--- config.mk ---
export PLATFORM = sky130hd
export DESIGN_NAME = controller_poller
export DESIGN_NICKNAME = d
export VERILOG_FILES = /design/src/rtl/controller_poller.sv
export SDC_FILE = /design/constraint.sdc
export NUM_CORES = 1
export LEC_CHECK = 0
export ABC_AREA = 0
export CORE_ASPECT_RATIO = 0.5
export CORE_MARGIN = 5
export CORE_UTILIZATION = 40
export CTS_BUF_LIST = sky130_fd_sc_hd__clkbuf_4
export DETAILED_ROUTE_END_ITERATION = 10
export GPL_ROUTABILITY_DRIVEN = 0
export PLACE_DENSITY_LB_ADDON = 0.05
export SYNTH_ARGS = -nofsm -noshare
export SYNTH_HDL_FRONTEND = slang
export SYNTH_SLANG_ARGS = --single-unit
--- constraint.sdc ---
create_clock -name clk_1 -period 5.4 [get_ports clk_1]
set_clock_uncertainty 0.1 [all_clocks]
set_input_delay 0.54 -clock clk_1 [delete_from_list [all_inputs] [get_ports clk_1]]
set_output_delay 0.54 -clock clk_1 [all_outputs]
set_load 0.05 [all_outputs]
--- src/rtl/controller_poller.sv ---
// controller_poller: polls two serial game controllers in parallel.
// A start request pulses the shared latch, then clocks eight bits out of
// each controller. Bits arrive active-low, get inverted, and are shifted in
// MSB-first. When all eight are in, both bytes are published together with
// a one-cycle valid pulse.
module controller_poller #(
  parameter int HalfPeriodCycles = 2,
  parameter int NumButtons       = 8
) (
  input  logic                  clk_1,
  input  logic                  rst,
  input  logic                  start,
  output logic                  busy,
  output logic                  valid,
  output logic                  controller_latch,
  output logic                  controller_clk_out,
  input  logic                  controller_1_data_in_B,
  input  logic                  controller_2_data_in_B,
  output logic [NumButtons-1:0] controller_1_buttons_out,
  output logic [NumButtons-1:0] controller_2_buttons_out
);

  localparam int CNT_W = $clog2(2 * HalfPeriodCycles + 1);
  localparam int BIT_W = $clog2(NumButtons);

  // Counters hold "cycles remaining minus one" so a phase ends when they reach 0.
  localparam logic [CNT_W-1:0] LATCH_LAST = CNT_W'(2 * HalfPeriodCycles - 1);
  localparam logic [CNT_W-1:0] HALF_LAST  = CNT_W'(HalfPeriodCycles - 1);
  localparam logic [BIT_W-1:0] LAST_BIT   = BIT_W'(NumButtons - 1);

  typedef enum logic [2:0] {
    IDLE  = 3'd0,
    LATCH = 3'd1,
    LOW   = 3'd2,
    HIGH  = 3'd3,
    DONE  = 3'd4
  } state_t;

  state_t                r_state;
  logic [CNT_W-1:0]      r_cnt;
  logic [BIT_W-1:0]      r_bit;
  logic [NumButtons-1:0] r_sr1;
  logic [NumButtons-1:0] r_sr2;
  logic [NumButtons-1:0] r_btn1;
  logic [NumButtons-1:0] r_btn2;
  logic                  r_busy;
  logic                  r_valid;
  logic                  r_latch;
  logic                  r_clk;

  // Poll sequencer: every output is a register updated on the transition
  // into the state that owns it, so the pins never see a combinational path.
  always_ff @(posedge clk_1) begin
    if (rst) begin
      r_state <= IDLE;
      r_cnt   <= '0;
      r_bit   <= '0;
      r_sr1   <= '0;
      r_sr2   <= '0;
      r_btn1  <= '0;
      r_btn2  <= '0;
      r_busy  <= 1'b0;
      r_valid <= 1'b0;
      r_latch <= 1'b0;
      r_clk   <= 1'b0;
    end else begin
      r_valid <= 1'b0;
      case (r_state)
        IDLE: begin
          if (start) begin
            r_state <= LATCH;
            r_cnt   <= LATCH_LAST;
            r_busy  <= 1'b1;
            r_latch <= 1'b1;
          end
        end
        LATCH: begin
          if (r_cnt == '0) begin
            r_state <= LOW;
            r_cnt   <= HALF_LAST;
            r_bit   <= '0;
            r_latch <= 1'b0;
          end else begin
            r_cnt <= r_cnt - 1'b1;
          end
        end
        LOW: begin
          // Sample at the end of the low half, just before the rising edge
          // that tells the controllers to move on to their next bit.
          if (r_cnt == '0) begin
            r_sr1   <= {r_sr1[NumButtons-2:0], ~controller_1_data_in_B};
            r_sr2   <= {r_sr2[NumButtons-2:0], ~controller_2_data_in_B};
            r_state <= HIGH;
            r_cnt   <= HALF_LAST;
            r_clk   <= 1'b1;
          end else begin
            r_cnt <= r_cnt - 1'b1;
          end
        end
        HIGH: begin
          if (r_cnt == '0) begin
            r_clk <= 1'b0;
            if (r_bit == LAST_BIT) begin
              // Publish both bytes at once; they are visible during DONE.
              r_state <= DONE;
              r_cnt   <= '0;
              r_btn1  <= r_sr1;
              r_btn2  <= r_sr2;
              r_valid <= 1'b1;
            end else begin
              r_state <= LOW;
              r_cnt   <= HALF_LAST;
              r_bit   <= r_bit + 1'b1;
            end
          end else begin
            r_cnt <= r_cnt - 1'b1;
          end
        end
        DONE: begin
          r_state <= IDLE;
          r_cnt   <= '0;
          r_busy  <= 1'b0;
        end
        default: begin
          r_state <= IDLE;
          r_cnt   <= '0;
          r_busy  <= 1'b0;
          r_latch <= 1'b0;
          r_clk   <= 1'b0;
        end
      endcase
    end
  end

  assign busy                     = r_busy;
  assign valid                    = r_valid;
  assign controller_latch         = r_latch;
  assign controller_clk_out       = r_clk;
  assign controller_1_buttons_out = r_btn1;
  assign controller_2_buttons_out = r_btn2;

endmodule
# Word level (Yosys, flattened, before mapping)

Cells that the tools add are included.

Equal/unequal tests: 10
Reductions and logical operators: 15
Bitwise operators: 7
Add/sub/neg operators: 2
Muxes and demuxes: 22

Operators by type and width:

| cell                                                                   | count |
|---|---|
| 3-bit two-way mux                                                      | 11 |
| 3-bit case mux with 4 select lines                                     | 1 |
| 3-bit OR reduction                                                     | 4 |
| 2-bit inequality test (second input constant)                          | 5 |
| 3-bit case mux with 3 select lines                                     | 1 |
| 3-bit AND reduction                                                    | 3 |
| 4-bit AND reduction                                                    | 2 |
| 1-bit inverter                                                         | 7 |
| 3-bit by 2-bit equality test with 1-bit output (second input constant) | 2 |
| 3-bit equality test (second input constant)                            | 2 |
| 3-bit logical NOT                                                      | 2 |
| 1-bit case mux with 3 select lines                                     | 2 |
| 3-bit case mux with 2 select lines                                     | 1 |
| 1-bit two-way mux                                                      | 5 |
| 2-bit AND reduction                                                    | 2 |
| 3-bit by 1-bit adder with 3-bit output (second input constant)         | 1 |
| 3-bit by 1-bit equality test with 1-bit output (second input constant) | 1 |
| 3-bit by 1-bit subtractor with 3-bit output (second input constant)    | 1 |
| 1-bit case mux with 2 select lines                                     | 1 |
| 2-bit nonzero test                                                     | 1 |
| 2-bit OR reduction                                                     | 1 |

Word-level logic and storage cells: 67
Register bits: 45
Output and inout port bits: 20

# Logic depth before layout (Yosys ltp)

Gate-level depths: netlist of run 1.

Depth after elaboration: 4
Gate-level depth with buffers: 6
Gate-level depth less buffers: 5

# Least setup slack after synthesis of run 1

OpenSTA, ideal clock, no wires.

Path kind: reg-to-reg
Start: register r_cnt[0]
End: register r_btn1[1] (netlist: controller_1_buttons_out[1])
Data arrival time: 1.637 ns
Cell stages (with the launch flop): 6
Required time: 5.228 ns
Buffers on the path: 2
Setup time: 0.072 ns
Setup slack: 3.591 ns
Path through: dfxtp_1 > buf_6 > or4b_4 > nor3_4 > buf_8 > mux2i_1

Longest elaborated chain between the ends: 2

RTL lines:

| element                       | RTL line | RTL |
|---|---|---|
| start: declaration            | 40       | `logic [CNT_W-1:0] r_cnt;` |
| start signal: assignment      | 84       | `r_cnt <= r_cnt - 1'b1;` |
| start signal: assignment      | 97       | `r_cnt <= r_cnt - 1'b1;` |
| start signal: assignment      | 116      | `r_cnt <= r_cnt - 1'b1;` |
| 3-bit logical NOT             | 101      | `if (r_cnt == '0) begin` |
| 3-bit AND reduction (no line) | n/a      |  |
| end signal: assignment        | 107      | `r_btn1 <= r_sr1;` |
| end: declaration              | 44       | `logic [NumButtons-1:0] r_btn1;` |

No other way between the ends.
A chain may end at the register's enable or synchronous reset.

# Worst setup path in the final report of run 1

Start: register r_state[1]
End: register r_btn2[4] (netlist: controller_2_buttons_out[4])

Longest elaborated chain between the ends: 2

RTL lines:

| element                                        | RTL line | RTL |
|---|---|---|
| start: declaration                             | 39       | `state_t r_state;` |
| start signal: assignment                       | 55       | `r_state <= IDLE;` |
| start signal: assignment                       | 71       | `r_state <= LATCH;` |
| start signal: assignment                       | 79       | `r_state <= LOW;` |
| 3-bit by 2-bit equality test with 1-bit output | 68       | `case (r_state)` |
| 3-bit AND reduction (no line)                  | n/a      |  |
| end signal: assignment                         | 108      | `r_btn2 <= r_sr2;` |
| end: declaration                               | 45       | `logic [NumButtons-1:0] r_btn2;` |

No other way between the ends.

==> results.json, run 1 <==
{
  "vias": 1305,
  "synth-edff-count": 0,
  "synthArstFlopShare": 0,
  "cts-root-buf": "clkbuf_4",
  "cts_resized": 0,
  "period_share": 0.4216,
  "n_antenna_cell": 0,
  "postRouteAntennaNets": 0,
  "core_mm2": 0.004488,
  "cts_setup_buffers": 0,
  "final-hold-violation-count": 0,
  "place_hpwl_mm": 2.205,
  "finalSetupViolations": 0,
  "synth-seq-cells": 45,
  "slew_viol_final": 0,
  "syn_inst": 178,
  "crit_path_start_kind": "flop",
  "switchingPower_mw": 0.1705,
  "max-cap-violations": 0,
  "placed_cell_area_mm2": 0.002157,
  "power_leakage_nw": 0.7813,
  "ys_seq_area_frac": 0.4775,
  "grtUsageTotal": 0.1168,
  "slew_headroom": 0.3985,
  "ioPinCount": 25,
  "fmax_mhz": 439.2,
  "p_int_mw": 0.4254,
  "htree_num_levels": 2,
  "avgSynthCellArea_um2": 10.60,
  "dp_slack_ns": 3.137,
  "yosysWarnings": 0,
  "switching_share": 0.2862,
  "viasPerCell": 4.888,
  "die_h_um": 58.57,
  "ys_types": 34,
  "drtIter0Drc": 36,
  "globalRoute.totalOverflow": 0,
  "worstSkewPairLatency_ns": 0.36,
  "drcViolationCount": 0,
  "clk_pin_slew_ns": 0.13,
  "antenna_found_initial": 0,
  "vdd_ir_drop_max_v": 0.00009867,
  "synth_flop_cell": "dfxtp_1",
  "hold_buffers": 0,
  "min_period_ns": 2.277,
  "synth_top_area_frac": 0.4775,
  "clk_path_buf_depth": 2,
  "routed_wl_mm": 3.350,
  "nets": 208,
  "crit_path_end_kind": "flop",
  "cp.arrival_ns": 2.46,
  "synth_top_cell_by_area": "dfxtp_1",
  "synthToLayoutAreaGrowth_pct": 17.44,
  "row_count": 17,
  "port_buffers": 24,
  "start_util": 0.4204,
  "outcome": "completed",
  "grt_pass1_wl_mm": 5.823,
  "combPwrFrac": 0.124,
  "synth_fp_nets": 186,
  "fin_area_mm2": 0.002216,
  "finalNonFillerCells": 267,
  "p_seq_frac": 0.597,
  "worstPathRequired_ns": 5.59,
  "yosysMostFrequentCell": "dfxtp_1",
  "cts_made_buffers": 5,
  "die-area_mm2": 0.006274,
  "route.detailed.wl_per_inst_um": 12.55,
  "grt_max_degree": 45,
  "finalWorstSetupSlack_ns": 3.123,
  "first_global_vias": 1252,
  "dr.pass1.iters": 4,
  "synth_area_leaders": "dfxtp_1, mux2i_1, nand2b_1, ha_1, a21oi_1",
  "p_total_mw": 0.5960,
  "crit_fanout": 14,
  "powerDensity_mw_per_mm2": 269.0,
  "p_clk_frac": 0.279,
  "rsz0062_at_grt": "false",
  "dp.cells": 259,
  "drive_above_1_share": 0.06468,
  "holdCritPathClass": "flop to flop",
  "crit_type": "flop to flop",
  "cts_sinks": 45,
  "die_w_um": 107.1,
  "cts_tree": "done",
  "worstMarginPinSlew_ns": 0.8993,
  "synth_common_cells": "dfxtp_1, nand2b_1, mux2i_1, nand2_1, a21oi_1",
  "synthesis.area_mm2": 0.001887,
  "tns_ns": 0
}
-- worst max-delay path: stages, from the launching register on --
cell     delay [ns]
dfxtp_1        0.51
or4b_4         0.56
nor3_4         0.75
mux2i_1        0.28
-- routing by layer --
layer	global-route usage	vias to the layer above	part of all wire
met1	0.1569	621	0.57
met3	0.04491	4	0.038
met5	0	-	0
met4	0.03279	0	0.0069
li1	-	664	-
met2	0.1760	16	0.39
-- cells in the final DEF (no fill, tap or decap) --
| cell type | instances |
|---|---|
| clkdlybuf4s50_1 | 24 |
| or3_1 | 1 |
| mux2i_1 | 34 |
| nand3_1 | 5 |
| nand2b_1 | 35 |
| or4b_4 | 1 |
| a2111oi_0 | 1 |
| a31oi_1 | 1 |
| inv_1 | 1 |
| nor4bb_1 | 1 |
| nor3_1 | 1 |
| buf_4 | 2 |
| nor4_1 | 1 |
| clkinvlp_4 | 1 |
| o311a_1 | 1 |
| nor3_4 | 1 |
| clkinv_2 | 1 |
| a21oi_1 | 6 |
| ha_1 | 3 |
| o2bb2ai_1 | 1 |
| nor4b_1 | 2 |
| inv_6 | 1 |
| o211a_1 | 1 |
| and3_1 | 2 |
| o211ai_1 | 1 |
| nand3b_1 | 2 |
| nand4b_1 | 1 |
| a211oi_1 | 2 |
| nor3_2 | 1 |
| nand2_1 | 7 |
| clkbuf_4 | 5 |
| dfxtp_1 | 45 |
| o311ai_0 | 2 |
| nor2_1 | 5 |
| nor2b_1 | 2 |
-- power groups by stage --
stage / logic, mW / registers (mW) / clock network [mW]
floorplan: 0.0518 / 0.367 / 0
finish: 0.0737 / 0.356 / 0.166
detailed placement: 0.0743 / 0.363 / 0
global route: 0.0803 / 0.359 / 0.186
global placement: 0.0742 / 0.363 / 0
CTS: 0.0746 / 0.356 / 0.174
-- sequential cells by signal (all words and copies together), names as in the netlist --
name,cells
controller_2_buttons_out,8
r_bit,3
controller_1_buttons_out,8
controller_latch,1
r_state,3
r_sr1,8
valid,1
r_cnt,3
controller_clk_out,1
busy,1
r_sr2,8
-- logic make-up after synthesis --
group / share of synthesized area
simple gates: 0.2241
flops: 0.4775
mux: 0.1804
compound gates: 0.06035
buf+inv: 0.03779
fa+ha+maj: 0.01990
-- stage by stage --
step / hold WS, ns / util
2_1_floorplan: 0.3330 / -
3_3_place_gp: 0.3543 / 0.4806
3_5_place_dp: 0.3608 / 0.4806
4_1_cts: 0.3855 / 0.4937
5_1_grt: 0.4045 / 0.4937
6_report: 0.3817 / 0.4937
-- cell type report --
| cell class | count | area [um2] |
|---|---|---|
| fillers | 437 | 2272 |
| multi-input cells | 121 | 914.6 |
| flip-flops and latches | 45 | 900.9 |
| repair buffers | 26 | 255.2 |
| well taps | 66 | 82.58 |
| clock buffers | 5 | 37.54 |
| clock inverters | 3 | 21.27 |
| inverters | 1 | 3.754 |
-- final timing paths --
| kind | startpoint | to | slack (ns) | cells past startpoint |
|---|---|---|---|---|
| worst max-delay path | r_state[1] | controller_2_buttons_out[4] | 3.12 | 3 |
| worst min-delay path | controller_1_buttons_out[0] | controller_1_buttons_out[0] | 0.38 | 2 |
| worst max register to register | r_state[1] | controller_2_buttons_out[4] | 3.12 | 3 |
| worst min register to register | controller_1_buttons_out[0] | controller_1_buttons_out[0] | 0.38 | 2 |
Note: power is estimated with default switching activity, not from simulation.
==> inputs of run 2 (changes only) <==
Clock period 5.4 ns to 2.1 ns, I/O delays scaled along.
==> run 2 against run 1 <==
  * Utilization grew 1.8 points
  * Largest power group unchanged
  * Setup slack got worse by 2.9 ns
  * Cell count rose by 2.2%
  * Combinational power rose to 2.9 times the previous value
  * Register-to-register slack worse by 2.9 ns
  * Highest routed layer unchanged
==> results.json, run 2 (synthesis gave the netlist of run 1 again) <==
{
  "port_buffers": 24,
  "regArea_um2": 900.9,
  "hold_slack_ns": 0.3200,
  "die_w_um": 107.1,
  "slew_viol_final": 0,
  "synthToLayoutAreaGrowth_pct": 21.82,
  "crit_path_end_kind": "flop",
  "period_share": 0.8781,
  "first_global_vias": 1355,
  "holdCritPathClass": "primary input to flop",
  "clk_path_buf_depth": 2,
  "hold_buffers": 0,
  "crit_type": "flop to flop",
  "drtIter0Drc": 28,
  "worstPathRequired_ns": 2.29,
  "grt_pass1_wl_mm": 6.396,
  "layout_commonest_cell": "dfxtp_1",
  "antenna_found_initial": 0,
  "place_hpwl_mm": 2.351,
  "cts-root-buf": "clkbuf_4",
  "worstMarginPinSlew_ns": 0.5347,
  "met3_wirelength_um": 153,
  "final-hold-violation-count": 0,
  "tns_ns": 0,
  "ioPinCount": 25,
  "wl_met1_mm": 1.857,
  "routed_wl_mm": 3.523,
  "grtUsageTotal": 0.1276,
  "rsz0062_at_grt": "false",
  "viasPerCell": 4.751,
  "max-cap-violations": 0,
  "row_count": 17,
  "core_mm2": 0.004488,
  "finalNonFillerCells": 273,
  "cts_tree": "done",
  "slew_headroom": 0.6387,
  "dp.cells": 265,
  "die-area_mm2": 0.006274,
  "vias": 1297,
  "cts_setup_buffers": 0,
  "nets": 214,
  "dr.pass1.iters": 4,
  "cp.arrival_ns": 2.03,
  "dp_slack_ns": 0.2680,
  "crit_start": "r_state[1]",
  "fmax_mhz": 542.3,
  "multi_input_area_um2": 914.6,
  "power_leakage_nw": 0.8293,
  "clk_pin_slew_ns": 0.13,
  "route.detailed.wl_per_inst_um": 12.90,
  "outcome": "completed",
  "fillers": 439,
  "rr_startpoint": "r_state[1]",
  "postRouteAntennaNets": 0,
  "drive_above_1_share": 0.09179,
  "drcViolationCount": 0,
  "max_stage_delay_ns": 0.56,
  "post-route-util": 0.5121,
  "worstSkewPairLatency_ns": 0.35,
  "n_antenna_cell": 0,
  "dr_wl_met2_mm": 1.496,
  "finalWorstSetupSlack_ns": 0.2560,
  "cts_sinks": 45,
  "cp_slowest_cell": "or4b_4",
  "crit_fanout": 14,
  "powerDensity_mw_per_mm2": 723.0,
  "start_util": 0.4204,
  "finalSetupViolations": 0,
  "htree_num_levels": 2,
  "vdd_ir_drop_max_v": 0.0002989,
  "die_h_um": 58.57,
  "cts_made_buffers": 5,
  "top_layer": "met4",
  "path_cells": "or4b_4 > nor3_4 > buf_12 > mux2i_1",
  "globalRoute.totalOverflow": 0,
  "hold_start": "controller_1_data_in_B",
  "min_period_ns": 1.844,
  "grt_max_degree": 36,
  "cts_resized": 0,
  "mostFrequentLayoutCells": "dfxtp_1, nand2b_1, mux2i_1",
  "crit_path_start_kind": "flop"
}
## run 2: changes by cell type in the layout (fill, tap and decap cells not counted)
| cell | change |
|---|---|
| buf_4 | +5 |
| buf_12 | +1 |
| bufinv_16 | +1 |
| clkbuf_4 | +1 |
| clkinv_2 | -1 |
| clkinv_4 | +1 |
| clkinvlp_4 | -1 |
| inv_6 | -1 |
## run 2: report_power, final
group	leakage (nW)	total (mW)	switching (mW)	internal [mW]
Clock	0.0459	0.539	0.273	0.267
Combinational	0.419	0.217	0.122	0.0948
Sequential	0.364	0.906	0.0268	0.879
## run 2: worst max-delay path: cells and delay by family, from the launching register on
kind	cells	cell delay, ns
multiplexers	1	0.19
flip-flops	1	0.51
AND/OR/NAND/NOR	2	0.78
buffers and inverters	1	0.19
## run 2: final timing paths
path | end | slack, ns | depth (start not counted)
worst max register to register | controller_1_buttons_out[0] | 0.26 | 4
worst min-delay path | r_sr1[0] | 0.32 | 2
worst min register to register | r_bit[0] | 0.37 | 1
worst max-delay path | controller_1_buttons_out[0] | 0.26 | 4
## run 2: per-stage QoR
step	instance area, um2	power (mW)
2_1_floorplan	1887	1.077
6_report	2298	1.662
3_3_place_gp	2215	1.142
3_5_place_dp	2215	1.142
5_1_grt	2298	1.762
4_1_cts	2298	1.693
## run 2: final cells by class
| type | instances | share of cell area |
|---|---|---|
| Sequential cell | 45 | 0.3919 |
| Tap cell | 66 | 0.03593 |
| Clock buffer | 6 | 0.01960 |
| Inverter | 1 | 0.001633 |
| Clock inverter | 2 | 0.01688 |
| Multi-Input combinational cell | 121 | 0.3979 |
| Timing Repair Buffer | 32 | 0.1361 |
## run 2: per-layer routing
metal  up-vias  track usage
met5         -            0
met4         0      0.02186
met3         2      0.04710
met2        19       0.2027
met1       603       0.1699
li1        673            -
==> inputs of run 3 (changes only) <==
Settings changed: REMOVE_ABC_BUFFERS set to 1.
==> run 3 against run 2 <==
  * Die area stayed put
  * Routed wire length fell by 2.9%
  * Non-clock buffer count fell by 1
  * Power fell by 6.1%
  * Register-to-register slack barely moved
  * Via count rose by 0.93%
  * Sequential power rose by 0.4%
  * Combinational power shrank 3%
  * Global-route usage decreased by 0.52 points
  * Sequential cell count stayed put
==> results.json, run 3 (synthesis gave the netlist of run 1 again) <==
{
  "crit_path_end_kind": "primary output",
  "switchingPower_mw": 0.4491,
  "p_seq_frac": 0.583,
  "fmax_mhz": 537.6,
  "die_w_um": 107.1,
  "place_hpwl_mm": 2.360,
  "row_count": 17,
  "routed_wl_mm": 3.420,
  "p_total_mw": 1.560,
  "hold_buffers": 0,
  "cts-root-buf": "clkbuf_4",
  "die-area_mm2": 0.006274,
  "worstPathRequired_ns": 1.79,
  "postRouteAntennaNets": 0,
  "crit_fanout": 3,
  "grt_pass1_wl_mm": 6.168,
  "power_leakage_nw": 0.8130,
  "cts_resized": 0,
  "fillers": 425,
  "grtUsageTotal": 0.1224,
  "max-cap-violations": 0,
  "min_period_ns": 1.860,
  "combPwrFrac": 0.135,
  "path_cells": "clkdlybuf4s50_1",
  "crit_path_start_kind": "flop",
  "p_clk_frac": 0.281,
  "die_h_um": 58.57,
  "path_delay_family": "buffers and inverters",
  "cts_setup_buffers": 0,
  "n_antenna_cell": 0,
  "powerDensity_mw_per_mm2": 683.5,
  "holdCritPathClass": "primary input to flop",
  "layout_commonest_cell": "dfxtp_1",
  "crit_type": "flop to primary output",
  "clk_path_buf_depth": 2,
  "antenna_found_initial": 0,
  "drive_above_1_share": 0.08738,
  "rsz0062_at_grt": "false",
  "grt_max_degree": 37,
  "core_mm2": 0.004488,
  "worstMarginPinSlew_ns": 0.5092,
  "ioPinCount": 25,
  "nets": 213,
  "slew_headroom": 0.6594,
  "outcome": "completed",
  "multi_input_area_um2": 914.6,
  "finalNonFillerCells": 272,
  "cp_slowest_cell": "clkdlybuf4s50_1",
  "switching_share": 0.2879,
  "start_util": 0.4204,
  "drcViolationCount": 0,
  "dr.pass1.iters": 4,
  "slew_viol_final": 0,
  "cts_sinks": 45,
  "max_stage_delay_ns": 0.81,
  "cts_made_buffers": 5,
  "period_share": 0.8857,
  "first_global_vias": 1339,
  "final-hold-violation-count": 0,
  "regArea_um2": 900.9,
  "p_int_mw": 1.111,
  "crit_buf_inv": 1,
  "viasPerCell": 4.813,
  "cts_tree": "done",
  "mostFrequentLayoutCells": "dfxtp_1, nand2b_1, mux2i_1",
  "port_buffers": 24,
  "htree_num_levels": 2,
  "finalSetupViolations": 0,
  "drtIter0Drc": 37,
  "hold_slack_ns": 0.2888,
  "vias": 1309,
  "dp.cells": 264,
  "synthToLayoutAreaGrowth_pct": 20.95,
  "route.detailed.wl_per_inst_um": 12.57,
  "clk_pin_slew_ns": 0.15,
  "globalRoute.totalOverflow": 0,
  "cp.arrival_ns": 1.55,
  "vdd_ir_drop_max_v": 0.0003100,
  "worstSkewPairLatency_ns": 0.36
}
## run 3: cell types whose count changed in the layout (fill, tap and decap cells not counted)
cell	change
buf_4	-2
buf_12	+1
bufinv_16	-1
clkinvlp_4	+1
inv_6	+1
clkbuf_4	-1
## run 3: metal layers
layer	up-vias	track usage	part of all wire
li1	676	-	-
met1	610	0.1601	0.51
met2	17	0.1902	0.44
met3	6	0.04819	0.046
met4	0	0.03279	0.011
met5	-	0	0
## run 3: metrics by stage
| step | TNS, ns | setup WS [ns] | utilization | area, um2 |
|---|---|---|---|---|
| after floorplan | -0.1082 | -0.01229 | - | 1819 |
| after global placement | 0 | 0.3140 | 0.4946 | 2220 |
| after detailed placement | 0 | 0.2790 | 0.4946 | 2220 |
| after CTS | 0 | 0.2057 | 0.5085 | 2282 |
| after global routing | 0 | 0.1330 | 0.5085 | 2282 |
| final | 0 | 0.2400 | 0.5085 | 2282 |
## run 3: path summary, 6_finish.rpt
check	startpoint	endpoint	slack (ns)	cells after the start
max	controller_clk_out	controller_clk_out	0.24	1
min	controller_1_data_in_B	r_sr1[0]	0.29	2
max reg2reg	r_state[1]	controller_1_buttons_out[7]	0.26	4
min reg2reg	controller_2_buttons_out[7]	controller_2_buttons_out[7]	0.38	2
## run 3: layout make-up
type	instances	share of cell area
Sequential cell	45	0.3947
Multi-Input combinational cell	121	0.4008
Clock buffer	5	0.01645
Inverter	1	0.001645
Clock inverter	3	0.01096
Tap cell	66	0.03618
Timing Repair Buffer	31	0.1393
## run 3: power by group through the flow
stage               sequential [mW]  clock (mW)  combinational [mW]
floorplan                     0.962           0              0.0960
global placement              0.929           0               0.213
detailed placement            0.929           0               0.211
CTS                           0.910       0.465               0.212
global route                  0.917       0.495               0.230
finish                        0.910       0.439               0.211
